===== config.mk =====
export PLATFORM = sky130hd
export DESIGN_NAME = hd_encoder
export DESIGN_NICKNAME = d
export VERILOG_FILES = /design/src/rtl/hd_pkg.sv /design/src/rtl/hd_parity.sv /design/src/rtl/hd_encoder.sv
export SDC_FILE = /design/constraint.sdc
export NUM_CORES = 1
export LEC_CHECK = 0
export BUFFER_PORTS_ARGS = -buffer_cell sky130_fd_sc_hd__buf_2
export CAP_MARGIN = 20
export CORE_ASPECT_RATIO = 0.8
export CORE_MARGIN = 5
export CORE_UTILIZATION = 55
export DETAILED_ROUTE_END_ITERATION = 10
export GPL_ROUTABILITY_DRIVEN = 0
export PLACE_DENSITY_LB_ADDON = 0.08
export SYNTH_ARGS = -nofsm -noshare
export SYNTH_HDL_FRONTEND = slang
export SYNTH_SLANG_ARGS = --single-unit

===== constraint.sdc =====
create_clock -name clk -period 3.9 [get_ports clk]
set_clock_uncertainty 0.1 [all_clocks]
set_input_delay 0.39 -clock clk [delete_from_list [all_inputs] [get_ports clk]]
set_output_delay 0.39 -clock clk [all_outputs]
set_load 0.01 [all_outputs]

===== src/rtl/hd_pkg.sv =====
// rtl/hd_pkg.sv - shared types, constants and helpers for the HD Hamming(7,4) encoder
//
// Purpose : FSM state encoding, codeword bit positions, search-pointer range
//           and small helper functions used by hd_encoder and hd_parity.
// Ports   : none (package).
package hd_pkg;

    typedef enum logic [2:0] {
        IDLE  = 3'd0,
        ENC   = 3'd1,
        SRCH1 = 3'd2,
        SRCH2 = 3'd3,
        DONE  = 3'd4
    } hd_state_t;

    localparam int P1 = 6;
    localparam int P2 = 5;
    localparam int P3 = 4;

    localparam logic [2:0] POS_MAX = 3'd6;

    // Next bit position in the circular 0..POS_MAX search order.
    function automatic logic [2:0] next_pos(input logic [2:0] pos);
        return (pos == POS_MAX) ? 3'd0 : pos + 3'd1;
    endfunction

    // A codeword has no bit equal to the target only when it is all-zero
    // (target 1) or all-one (target 0); both follow from the data nibble alone.
    function automatic logic unencodable(input logic [3:0] d, input logic target);
        return (target && (d == 4'b0000)) || (!target && (d == 4'b1111));
    endfunction

endpackage


===== src/rtl/hd_parity.sv =====
// rtl/hd_parity.sv - combinational Hamming(7,4) codeword generator
//
// Purpose : maps a 4-bit data nibble to a 7-bit codeword {p1,p2,p3,d[3:0]}.
// Ports   : d  - data nibble in
//           cw - codeword out, [6]=p1 [5]=p2 [4]=p3 [3:0]=d
module hd_parity
    import hd_pkg::*;
(
    input  logic [3:0] d,
    output logic [6:0] cw
);

    always_comb begin
        cw[3:0] = d;
        cw[P1]  = d[3] ^ d[2] ^ d[1];
        cw[P2]  = d[3] ^ d[2] ^ d[0];
        cw[P3]  = d[3] ^ d[1] ^ d[0];
    end

endmodule


===== src/rtl/hd_encoder.sv =====
// rtl/hd_encoder.sv - Hamming(7,4) encoder hiding a 2-bit opcode as injected bit errors
//
// Purpose : accepts two signed nibbles and an opcode, encodes each nibble, then
//           searches each codeword (from a rotating start pointer) for a bit whose
//           value is ~opt bit and flips it, so the received bit carries the opcode.
// Ports   : clk, rst (async, active-high)
//           in_valid/in_ready, data_word1, data_word2, opt - input handshake
//           code_word1, code_word2, err, out_valid/out_ready - output handshake
module hd_encoder
    import hd_pkg::*;
#(
    parameter bit PTR_ROTATE = 1'b1
) (
    input  logic       clk,
    input  logic       rst,
    input  logic       in_valid,
    output logic       in_ready,
    input  logic [3:0] data_word1,
    input  logic [3:0] data_word2,
    input  logic [1:0] opt,
    output logic [6:0] code_word1,
    output logic [6:0] code_word2,
    output logic       out_valid,
    input  logic       out_ready,
    output logic       err
);

    hd_state_t  state_q, state_d;
    logic [3:0] w1_q, w2_q;
    logic [1:0] opt_q;
    logic [2:0] ptr, sptr, idx;
    logic [6:0] cw1_enc, cw2_enc;
    logic       target1, target2;
    logic       unenc;
    logic       accept;

    hd_parity u_parity1 (.d(w1_q), .cw(cw1_enc));
    hd_parity u_parity2 (.d(w2_q), .cw(cw2_enc));

    // The bit we flip must currently hold the inverse of the opcode bit.
    assign target1 = ~opt_q[1];
    assign target2 = ~opt_q[0];
    assign unenc   = unencodable(w1_q, target1) || unencodable(w2_q, target2);

    assign in_ready  = (state_q == IDLE);
    assign out_valid = (state_q == DONE);
    assign accept    = in_ready && in_valid;

    always_comb begin
        state_d = state_q;
        case (state_q)
            IDLE:    if (in_valid) state_d = ENC;
            ENC:     state_d = unenc ? DONE : SRCH1;
            SRCH1:   if (code_word1[idx] == target1) state_d = SRCH2;
            SRCH2:   if (code_word2[idx] == target2) state_d = DONE;
            DONE:    if (out_ready) state_d = IDLE;
            default: state_d = IDLE;
        endcase
    end

    always_ff @(posedge clk or posedge rst) begin
        if (rst) begin
            state_q <= IDLE;
        end else begin
            state_q <= state_d;
        end
    end

    always_ff @(posedge clk or posedge rst) begin
        if (rst) begin
            w1_q       <= '0;
            w2_q       <= '0;
            opt_q      <= '0;
            ptr        <= '0;
            sptr       <= '0;
            idx        <= '0;
            code_word1 <= '0;
            code_word2 <= '0;
            err        <= 1'b0;
        end else begin
            if (accept) begin
                w1_q  <= data_word1;
                w2_q  <= data_word2;
                opt_q <= opt;
                err   <= 1'b0;
                sptr  <= ptr;
                if (PTR_ROTATE) begin
                    ptr <= next_pos(ptr);
                end
            end
            case (state_q)
                ENC: begin
                    code_word1 <= cw1_enc;
                    code_word2 <= cw2_enc;
                    err        <= unenc;
                    idx        <= sptr;
                end
                SRCH1: begin
                    if (code_word1[idx] == target1) begin
                        code_word1[idx] <= ~code_word1[idx];
                        idx             <= sptr;
                    end else begin
                        idx <= next_pos(idx);
                    end
                end
                SRCH2: begin
                    if (code_word2[idx] == target2) begin
                        code_word2[idx] <= ~code_word2[idx];
                    end else begin
                        idx <= next_pos(idx);
                    end
                end
                default: ;
            endcase
        end
    end

endmodule


==> impl_metrics.ini <==
[power_and_ir_drop]
p_clk_share_pct = 13.6
pwr-share-seq_pct = 30.6
p_int_mw = 1.57
ir_drop_v = 0.000460
combPwrFrac_pct = 55.8
power_density_nw_per_um2 = 1100
swShare_pct = 46.3
leakage_nw = 1.16
power.switching_mw = 1.36

[sta]
max_slew_margin_pct = 34.0
post-route-period-util_pct = 66.5
max_freq_ghz = 0.385
setup_tns_ns = 0
final_max_slew_viol_count = 0
rsz0062_at_grt = no
worst_pin_slew_ns = 0.989
hold_viol_final = 0
fin_crit_ns = 2.59
setup_ws_ns = 1.31
timing.hold.ws_ns = 0.0845
setup_viol = 0

[global_routing]
grt_pass1_vias = 1813
track_usage_pct = 20.5
top_usage_layer = met1
grt_pass1_wl_um = 9430
antenna_found_initial = 0
met3_usage_pct = 4.40
grt.met1_usage_pct = 31.8
grt_max_degree = 38
met2_usage_pct = 27.3
gr-total-overflow = 0

[synth]
yosys_most_used_dff = dfrtp_1
synth.yosys.seq_area_share_pct = 38.6
synth_edf_count = 0
syn-cell-area_um2 = 2400
synth.distinct_cells = 58
synth_top_family_by_area = compound AO/OA/AOI/OAI gates
netlist_top_cells_count = dfrtp_1 (37), nand2_1 (20), nor2_1 (20), o21ai_0 (19)
ys_warn_count = 0
yosysMostFrequentCell = dfrtp_1
syn_nets = 280
ys_async_sr_fraction_pct = 100
synth_compound_area_share_pct = 28.6
syn_avg_cell_area_um2 = 9.16
ys_ff_latch = 37
syn_inst = 262
synthAdderAreaFrac_pct = 2.08
synth_top_cell_by_area = dfrtp_1
yosys-top-cells-area = dfrtp_1 (39%), o21ai_0 (4.0%), mux2_2 (3.8%), o22a_1 (3.6%), a21oi_1 (3.3%)
yosys.area_share.simple_pct = 13.5
synth.mux.area_fraction_pct = 6.46
synth_top_area_share_pct = 38.6
synth_xor_area_share_pct = 3.60

[worst_setup_path]
end_kind = flop
cp_top_family = flip-flops
slowest_delay_ns = 0.70
path_cells = mux2i_1 > o32ai_4 > or2_4 > xnor2_2 > a21oi_1 > a211o_1
cp.arrival_ns = 2.68
critPathRequiredTime_ns = 3.99
start_kind = flop
crit_buf_inv = 0
slowest_stage = dfrtp_1
critical_path_class = reg2reg
cp_max_fo = 16

[route]
drtIter0Drc = 186
drc = 0
post_drt_wl_per_cell_um = 17.0
vias = 2051
first_pass_iters = 4
postRouteAntennaNets = 0
routed_wl_um = 5770
via_per_inst = 6.05

[final_layout]
area_growth_pct = 11.3
drive_gt1_share_pct = 20.9
nNetsFinal = 299
final_area_um2 = 2670
antennaDiodeCount = 0

[clock_network]
cts-root-buf = clkbuf_8
path_clk_slew_ns = 0.08
htreeDepth = 2
clock-sinks = 37
cts_buffers = 5
cts_tree = built
post_cts_resized = 0
post-cts-setup-buffers = 0
cts_buffer_depth = 2
clkLatencyLatePin_ns = 0.30
cts_hold_buf = 0

[floorplanning]
coreArea_um2 = 4200
ios = 31
die_height_um = 69.1
std_cell_rows = 21
die-area_um2 = 5800
die_w_um = 83.9
initial_utilization_pct = 57.1

[flow_run]
max_cap_viol_count = 0

[placement]
dpl_cell_area_um2 = 2540
numPortBuffers = 30
pre_cts_ws_ns = 1.36
dp_hpwl_um = 4160

[status]
status = finished, final reports clean

[worst_hold_path]
min_path_type = in2async
sequential cells by signal, indices dropped and copies added (netlist names):
| name | cells |
|---|---|
| code_word2 | 7 |
| state_q | 3 |
| ptr | 3 |
| w2_q | 4 |
| err | 1 |
| sptr | 3 |
| idx | 3 |
| w1_q | 4 |
| code_word1 | 7 |
| opt_q | 2 |
kinds of logic (layout without fill, tap and decap cells):
| group | Yosys count | in the layout |
|---|---|---|
| AO/OA/AOI/OAI | 94 | 94 |
| XOR/XNOR | 9 | 9 |
| adder cells (fa/ha/maj) | 4 | 4 |
| buffers and inverters | 37 | 57 |
| flip-flops | 37 | 37 |
| multiplexers | 14 | 14 |
| AND/OR/NAND/NOR | 67 | 67 |
worst min-delay path: cells and delay by family:
family   cells  cell delay (ns)
buf+inv      3             0.54
routing by layer:
metal,vias up,part of all wire (%)
li1,995,-
met1,991,50
met2,54,42
met3,11,5.3
met4,0,2.0
met5,-,0
cell type report:
class / instances / area, um^2
Clock buffer: 5 / 68.8
Clock inverter: 3 / 65.1
Fill cell: 386 / 1530
Inverter: 16 / 60.1
Multi-Input combinational cell: 188 / 1310
Sequential cell: 37 / 926
Tap cell: 57 / 71.3
Timing Repair Buffer: 33 / 173
cells in the final DEF (no fill, tap or decap), types with 2 or more instances in the layout:
cell,n
dfrtp_1,37
buf_2,30
nand2_1,20
nor2_1,20
o21ai_0,19
inv_1,16
a21oi_1,16
o22a_1,10
mux2_2,8
o211ai_1,6
a31oi_1,6
nand2b_1,5
mux2i_1,5
a211oi_1,5
clkbuf_8,5
nand3_1,4
xnor2_1,4
xor2_1,4
ha_1,4
nor3_1,3
nor2b_1,3
buf_4,3
o22ai_1,2
a22o_1,2
a22oi_1,2
a211o_1,2
nand4_1,2
a2bb2oi_1,2
a311oi_1,2
a41o_1,2
o21bai_1,2
o32a_1,2
bufinv_16,2
power groups by stage:
stage               logic, mW  clock network [mW]  registers, mW
floorplan                1.43                   0          0.744
global placement         1.59                   0          0.888
detailed placement       1.61                   0          0.893
CTS                      1.63               0.400          0.885
global route             1.81               0.422          0.929
finish                   1.64               0.398          0.896
worst paths after layout:
check | cells past startpoint | slack, ns | from | to
setup / recovery | 6 | 1.31 | idx[2] | code_word2[1]
hold / removal | 3 | 0.08 | rst | code_word1[6]
setup reg to reg | 6 | 1.31 | idx[2] | code_word2[1]
hold reg to reg | 1 | 0.42 | sptr[2] | sptr[2]
max in group asynchronous | 3 | 3.29 | rst | code_word2[0]
min in group clk | 2 | 0.16 | out_ready | state_q[2]
stage by stage:
stage                     util [%]  instances  power [mW]
after floorplan                  -        262        2.18
after global placement        60.4        331        2.48
after detailed placement      60.4        331        2.50
after CTS                     63.5        339        2.91
after global routing          63.5        339        3.16
final                         63.5        339        2.93
Note: power is estimated with default switching activity, not from simulation.
